===== src/rtl/game_status.sv =====
// Game status tracker: score, lives, wave and play-phase sequencing
// (playing, respawn invulnerability, between-wave pause, game over).
module game_status #(
  parameter int unsigned START_LIVES    = 3,
  parameter int unsigned MAX_LIVES      = 5,
  parameter int unsigned RESPAWN_FRAMES = 90,
  parameter int unsigned PAUSE_FRAMES   = 120
) (
  input  logic        clk,
  input  logic        reset,
  input  logic        start,
  input  logic        is_playing,
  input  logic        frame_tick,
  input  logic        alien_hit,
  input  logic [3:0]  alien_points,
  input  logic        player_hit,
  input  logic        aliens_landed,
  input  logic        wave_cleared,
  output logic        finished,
  output logic [15:0] score,
  output logic [2:0]  lives,
  output logic [3:0]  wave,
  output logic        invuln,
  output logic        paused
);

  localparam int unsigned SCORE_W = 16;
  localparam int unsigned SUM_W   = SCORE_W + 1;
  localparam int unsigned LIVES_W = 3;
  localparam int unsigned WAVE_W  = 4;
  localparam int unsigned PTS_W   = 4;
  localparam int unsigned WAVE_MAX = 15;
  localparam int unsigned CNT_MAX =
    (RESPAWN_FRAMES > PAUSE_FRAMES) ? RESPAWN_FRAMES : PAUSE_FRAMES;
  localparam int unsigned CNT_W = (CNT_MAX < 2) ? 1 : $clog2(CNT_MAX + 1);

  typedef enum logic [2:0] {
    ST_IDLE       = 3'd0,
    ST_PLAYING    = 3'd1,
    ST_RESPAWN    = 3'd2,
    ST_WAVE_PAUSE = 3'd3,
    ST_OVER       = 3'd4
  } state_t;

  state_t               state_q, state_d;
  logic [CNT_W-1:0]     counter_q, counter_d;
  logic [SCORE_W-1:0]   score_q, score_d;
  logic [LIVES_W-1:0]   lives_q, lives_d;
  logic [WAVE_W-1:0]    wave_q, wave_d;
  logic                 finished_q, invuln_q, paused_q;
  logic [SUM_W-1:0]     sum_c;
  logic [SCORE_W-1:0]   score_add_c;

  // Saturating score add: carry out of the 16-bit sum pins the score at all-ones.
  assign sum_c       = {1'b0, score_q} + SUM_W'(alien_points[PTS_W-1:0]);
  assign score_add_c = sum_c[SCORE_W] ? {SCORE_W{1'b1}} : sum_c[SCORE_W-1:0];

  always_comb begin
    state_d   = state_q;
    counter_d = counter_q;
    score_d   = score_q;
    lives_d   = lives_q;
    wave_d    = wave_q;
    if (start) begin
      state_d   = ST_PLAYING;
      counter_d = '0;
      score_d   = '0;
      lives_d   = LIVES_W'(START_LIVES);
      wave_d    = WAVE_W'(1);
    end else if (is_playing) begin
      case (state_q)
        ST_PLAYING: begin
          if (alien_hit) score_d = score_add_c;
          if (aliens_landed) begin
            state_d = ST_OVER;
            lives_d = '0;
          end else if (player_hit) begin
            if (lives_q <= LIVES_W'(1)) begin
              state_d = ST_OVER;
              lives_d = '0;
            end else begin
              state_d   = ST_RESPAWN;
              lives_d   = lives_q - LIVES_W'(1);
              counter_d = CNT_W'(RESPAWN_FRAMES);
            end
          end else if (wave_cleared) begin
            state_d   = ST_WAVE_PAUSE;
            counter_d = CNT_W'(PAUSE_FRAMES);
            if (wave_q < WAVE_W'(WAVE_MAX)) wave_d = wave_q + WAVE_W'(1);
            if (lives_q < LIVES_W'(MAX_LIVES)) lives_d = lives_q + LIVES_W'(1);
          end
        end
        ST_RESPAWN: begin
          if (alien_hit) score_d = score_add_c;
          if (aliens_landed) begin
            state_d = ST_OVER;
            lives_d = '0;
          end else if (frame_tick) begin
            if (counter_q <= CNT_W'(1)) begin
              state_d   = ST_PLAYING;
              counter_d = '0;
            end else begin
              counter_d = counter_q - CNT_W'(1);
            end
          end
        end
        ST_WAVE_PAUSE: begin
          if (frame_tick) begin
            if (counter_q <= CNT_W'(1)) begin
              state_d   = ST_PLAYING;
              counter_d = '0;
            end else begin
              counter_d = counter_q - CNT_W'(1);
            end
          end
        end
        default: ;
      endcase
    end
  end

  always_ff @(posedge clk or negedge reset) begin
    if (!reset) begin
      state_q    <= ST_IDLE;
      counter_q  <= '0;
      score_q    <= '0;
      lives_q    <= '0;
      wave_q     <= '0;
      finished_q <= 1'b0;
      invuln_q   <= 1'b0;
      paused_q   <= 1'b0;
    end else begin
      state_q    <= state_d;
      counter_q  <= counter_d;
      score_q    <= score_d;
      lives_q    <= lives_d;
      wave_q     <= wave_d;
      finished_q <= (state_d == ST_OVER);
      invuln_q   <= (state_d == ST_RESPAWN);
      paused_q   <= (state_d == ST_WAVE_PAUSE);
    end
  end

  assign finished = finished_q;
  assign score    = score_q;
  assign lives    = lives_q;
  assign wave     = wave_q;
  assign invuln   = invuln_q;
  assign paused   = paused_q;

endmodule


===== config.mk =====
export PLATFORM = sky130hd
export DESIGN_NAME = game_status
export DESIGN_NICKNAME = d
export VERILOG_FILES = /design/src/rtl/game_status.sv
export SDC_FILE = /design/constraint.sdc
export NUM_CORES = 1
export LEC_CHECK = 0
export ABC_AREA = 1
export ABC_CLOCK_PERIOD_IN_PS = 2100
export CORE_ASPECT_RATIO = 0.5
export CORE_MARGIN = 1.5
export CORE_UTILIZATION = 54
export DETAILED_ROUTE_END_ITERATION = 12
export HOLD_SLACK_MARGIN = 0.15
export PLACE_DENSITY = 0.77
export SYNTH_ARGS = -nofsm -noshare
export SYNTH_HDL_FRONTEND = slang
export SYNTH_SLANG_ARGS = --single-unit

===== constraint.sdc =====
create_clock -name clk -period 2.1 [get_ports clk]
set_input_delay 0.21 -clock clk [delete_from_list [all_inputs] [get_ports clk]]
set_output_delay 0.21 -clock clk [all_outputs]
set_load 0.05 [all_outputs]

Yosys cells after proc, flatten, opt, wreduce, memory -nomap -nowiden
Cells that the tools add are included.
{ "totals": {"inputBits": 13, "latch_bits": 0, "mem_count": 0, "register_bits": 36, "mem_bits_ro": 0, "wordCells": 86, "output_inout_bits": 26, "ram_bits": 0} }
{ "op_classes": {"bitwise": 0, "addsub": 5, "div": 0, "eq_ne": 15, "shifts": 0, "n_mux": 41, "reduce_logical": 13, "order_cmp": 4, "n_mul": 0} }
{ "op_table": {"columns": ["op", "count"], "rows": [
  ["$mux 16", 5],
  ["$mux 7", 9],
  ["$mux 3", 17],
  ["$mux 4", 7],
  ["$pmux 7 s3", 1],
  ["$add 16x4->17", 1],
  ["$eq 3x2->1 const B", 4],
  ["$reduce_and 6->1", 2],
  ["$reduce_bool 2->1", 6],
  ["$ne 5x5->1 const B", 2],
  ["$ne 3x3->1 const B", 3],
  ["$pmux 3 s3", 1],
  ["$ne 4x4->1 const B", 2],
  ["$le 7x1->1 const B", 1],
  ["$sub 7x1->7 const B", 1],
  ["$pmux 3 s2", 1],
  ["$reduce_and 5->1", 1],
  ["$add 4x1->4 const B", 1],
  ["$lt 4x4->1 const B", 1],
  ["$ne 2x2->1 const B", 2],
  ["$reduce_bool 4->1", 1],
  ["$add 3x1->3 const B", 1],
  ["$eq 3x1->1 const B", 1],
  ["$eq 3x3->1 const B", 1],
  ["other kinds (6)", 6]
]} }

Logic depth before layout (Yosys ltp)
Gate-level depths: netlist (run 1).
{ "depth": {"ltp_word": 8, "ltp_mapped": 12, "ltp_nobuf": 12} }

Least setup slack after synthesis (run 1)
No wires, ideal clock.
{ "synth_timing": {"path_kind": "reg-to-reg", "start": "register score_q[0] (netlist: score[0])", "end": "register score_q[10] (netlist: score[10])", "t_required_ps": 1982, "n_path_buf": 0, "setup_ps": 118, "synth_period_minus_slack_ps": 2250, "arrival_time_ps": 2132, "setup_slack_ps": -150, "path_stages_with_launch": 12, "cell_sequence": "dfrtp_1 ha_1 inv_1 fa_1 o21ai_2 nand2_1 nor2_2 nand2_1 nand2_1 nand3_1 nand2_1 nand2_1"} }
{ "synth_between": {"elab_chain_cells": 6} }
{ "synth_lines": {"columns": ["element", "line_no", "rtl"], "rows": [
  ["start, declared", "47", "logic [SCORE_W-1:0] score_q, score_d;"],
  ["start signal, assigned", "135", "score_q <= score_d;"],
  ["$add 16x4->17", "55", "assign sum_c = {1'b0, score_q} + SUM_W'(alien_points[PTS_W-1:0]);"],
  ["$mux 16", "56", "assign score_add_c = sum_c[SCORE_W] ? {SCORE_W{1'b1}} : sum_c[SCORE_W-1:0];"],
  ["$mux 16", "73, 94", null],
  ["$mux 16", null, null],
  ["$mux 16", "70", "end else if (is_playing) begin"],
  ["$mux 16", "64", "if (start) begin"]
]} }
Every way passes these cells. The select of a mux whose other input is x is not followed.
A chain may end at the register's enable or synchronous reset.

Worst setup path in the final report (run 1)
{ "layout_timing": {"start": "register score_q[0] (netlist: score[0])", "end": "register score_q[14] (netlist: score[14])"} }
The elaborated chain is that of the path after synthesis.

==> out/summary.txt, run 1 <==
Num ports: 39
Vias in the first global route: 2386
Tot GR Track Use: 25.7%
Simple-Gate Fraction of Synth Area: 36.6%
Count of buffers inserted at the top-level ports: 38
Adder-Cell Fraction of Synth Area: 5.32%
First-pass GRT wire length: 10300 microns
Dominant cell type by area after synthesis: dfrtp_1
Multiplexer share of the synthesized area: 0%
Worst reg-to-reg setup slack: 0.23 ns
Fraction of the cycle the final worst path needs: 89.0%
WL per Instance: 13.2 microns
Per-instance average area after synthesis: 6.93 sq um
Highest clock frequency the design can meet: 0.535 GHz
Final min period: 1.87 ns
Post-synth EDFFs: 0
Worst clock skew: 0.0113 ns
Leak pwr: 1.52 nW
Post-synth top area share: 36.1%
Cell types with the highest counts after synthesis: nand2_1 (112), nand3_1 (39), dfrtp_1 (36), inv_1 (33), nor2_1 (27)
CP arrival: 2.06 ns
Number of filler cells placed in the layout: 379
1st-iter DRT viols: 81
Count of buffers added by post-CTS timing repair for setup: 0
RSZ-0062 raised after global routing: no
Number of nets in the finished design: 432
Row count: 17
Min Hold Slack: 0.325 ns
Fraction of the yosys area taken by sequential cells: 36.1%
Setup CP Type: flop to flop
Effective utilization at floorplan: 56.4%
Number of distinct library cell variants in the gate-level netlist after synthesis: 30
Layout-stage area growth over the synthesis result: 23.3%
Critical Path End Type: flop
Worst-skew pair later-pin latency: 0.30 ns
Startpoint type of the worst setup path: flop
Setup WS post-layout: 0.232 ns
Relative max-transition margin: 66.0%
Main combinational cell family by area after synthesis: simple AND/OR/NAND/NOR gates
Clk pin slew, worst setup/hold paths: 0.08 ns
Final slew viol count: 0
Cells after synthesis: 360
Post-detailed-route DRC marker count: 0
Cell at the root of the clock tree: clkbuf_8
Total length of routed wires: 6170 microns
Clk buf depth: 2
Synthesized netlist net count: 383
Synthesized area: 0.00249 sq mm
GPL Wtd Cong: 0.874
Share of layout cells above drive strength 1: 9.02%
Post-cts sizing count: 0
GRT Residual Overflow: 0
Slew @ Worst Pin: 0.509 ns
Average vias per placed instance: 5.49
Total die area: 0.00506 sq mm
Number of endpoints with negative hold slack in the final report: 0
Most common cell in the netlist: nand2_1
CTS tree: built
Chip height: 51.1 microns
Floorplan Core Area: 0.00442 sq mm
Compound-cell area share of the yosys netlist: 11.1%
Largest fanout on the critical path: 7
Ant. Diodes: 0
Total of max-cap violations: 0
Critical path required time: 2.29 ns
Number of warning messages in the yosys log: 0
Outcome: complete, no violations
Most used DFF post-synth: dfrtp_1
H-tree levels: 2
Number of nets with antenna violations after routing: 0
Detailed Routing Iterations Pass 1: 5
Maximum ir drop on the vdd rail: 0.000468 V
Worst Hold Class: input pin to async pin
Final setup violation count: 0
Estimated wirelength of the detail-placed design: 4540 microns
Pwr Density: 673 mW/mm^2
Routed via count: 2566
XOR/XNOR Fraction of Synth Area: 3.16%
Maximum number of pins on one net before global-route repair: 37
Antenna violations before repair: 0
Inserted Clock Buffers: 5
Overall die width: 99.1 microns
Fraction of synthesis flops using an asynchronous set or reset pin: 100%
Hold Buf Count CTS: 0
Worst slack, placed: -0.117 ns
Cells taking the most area after synthesis: dfrtp_1 (36%), nand2_1 (17%), nand3_1 (7.8%)
Count of state elements after synthesis: 36
Clock tree sinks: 36
## worst paths after layout
| path | from | end | depth (start not counted) |
|---|---|---|---|
| max | score[0]$_DFFE_PN0P_ | score[14]$_DFFE_PN0P_ | 11 |
| min | reset | wave[0]$_DFFE_PN0P_ | 2 |
| max reg2reg | score[0]$_DFFE_PN0P_ | score[14]$_DFFE_PN0P_ | 11 |
| min reg2reg | wave[1]$_DFFE_PN0P_ | wave[1]$_DFFE_PN0P_ | 2 |
| max in group asynchronous | reset | score[1]$_DFFE_PN0P_ | 2 |
| min in group clk | wave[1]$_DFFE_PN0P_ | wave[1]$_DFFE_PN0P_ | 2 |
## worst max-delay path, stage by stage (launching register included)
cell and delay, ns:
dfrtp_2 0.38, ha_1 0.16, inv_1 0.05, fa_1 0.41, o21ai_2 0.17, nand2_1 0.12, nor2_4 0.17, nand2_1 0.07
nand2_1 0.06, nand3_1 0.06, nand2_1 0.06, nand2_1 0.04
## flip-flops by register name, indices dropped and copies added (netlist names)
name	flops
finished	1
lives	3
paused	1
wave	4
score	16
counter_q	7
state_q	3
invuln	1
## layout make-up
| type | instances | area [sq um] | area share, % |
|---|---|---|---|
| multi-input cells | 275 | 1410 | 45.7 |
| clock inverters | 1 | 5.00 | 0.163 |
| well taps | 57 | 71.3 | 2.32 |
| clock buffers | 7 | 76.3 | 2.48 |
| flip-flops and latches | 36 | 903 | 29.4 |
| inverters | 44 | 165 | 5.37 |
| repair buffers | 47 | 448 | 14.6 |
## where the power goes
group	switching [mW]	total (mW)	internal, mW
Sequential	0.0683	0.829	0.761
Combinational	0.489	0.745	0.255
Clock	0.263	0.496	0.233
Total	0.821	2.07	1.25
## per-layer routing
| metal | vias to the layer above | share of wire, % | global-route usage, % |
|---|---|---|---|
| met4 | 0 | 2.4 | 11.5 |
| met5 | - | 0 | 0 |
| li1 | 1275 | - | - |
| met2 | 91 | 48 | 46.0 |
| met3 | 23 | 5.0 | 6.16 |
| met1 | 1177 | 45 | 30.2 |
## layout by cell type (no fill, tap or decap), drive strengths merged, types with 2 or more instances in the layout
master	instances
clkbuf	7
nor2	31
xor2	7
nand3	41
nand4	4
o211ai	5
inv	43
xnor2	2
o21ai	29
dfrtp	36
clkinv	2
buf	9
nand3b	6
a22o	3
nor3	8
ha	9
nand2	115
a21oi	10
clkdlybuf4s50	38
## logic make-up after synthesis
kind of cell	after synthesis
and+or+nand+nor	207
AOI/OAI and AO/OA	49
buffers and inverters	49
DFF	36
adders and majority gates	10
xor gates and xnor gates	9
## metrics by stage
stage          power [mW]  utilization [%]  cells  setup TNS, ns  cell area [sq um]
6_report             2.07             69.5    467              0               3080
5_1_grt              2.21             69.5    467              0               3080
4_1_cts              2.07             69.4    467              0               3070
3_5_place_dp         1.57             67.6    459         -0.688               2990
3_3_place_gp         1.54             67.6    459         -0.201               2990
2_1_floorplan        1.36                -    360              0               2500
Note: power is estimated with default switching activity, not from simulation.
==> run 2, diff against run 1 <==
Settings changed: GPL_ROUTABILITY_DRIVEN set to 1.
==> results of run 2 <==
Final layout, timing and power as in run 1 (identical DEF).
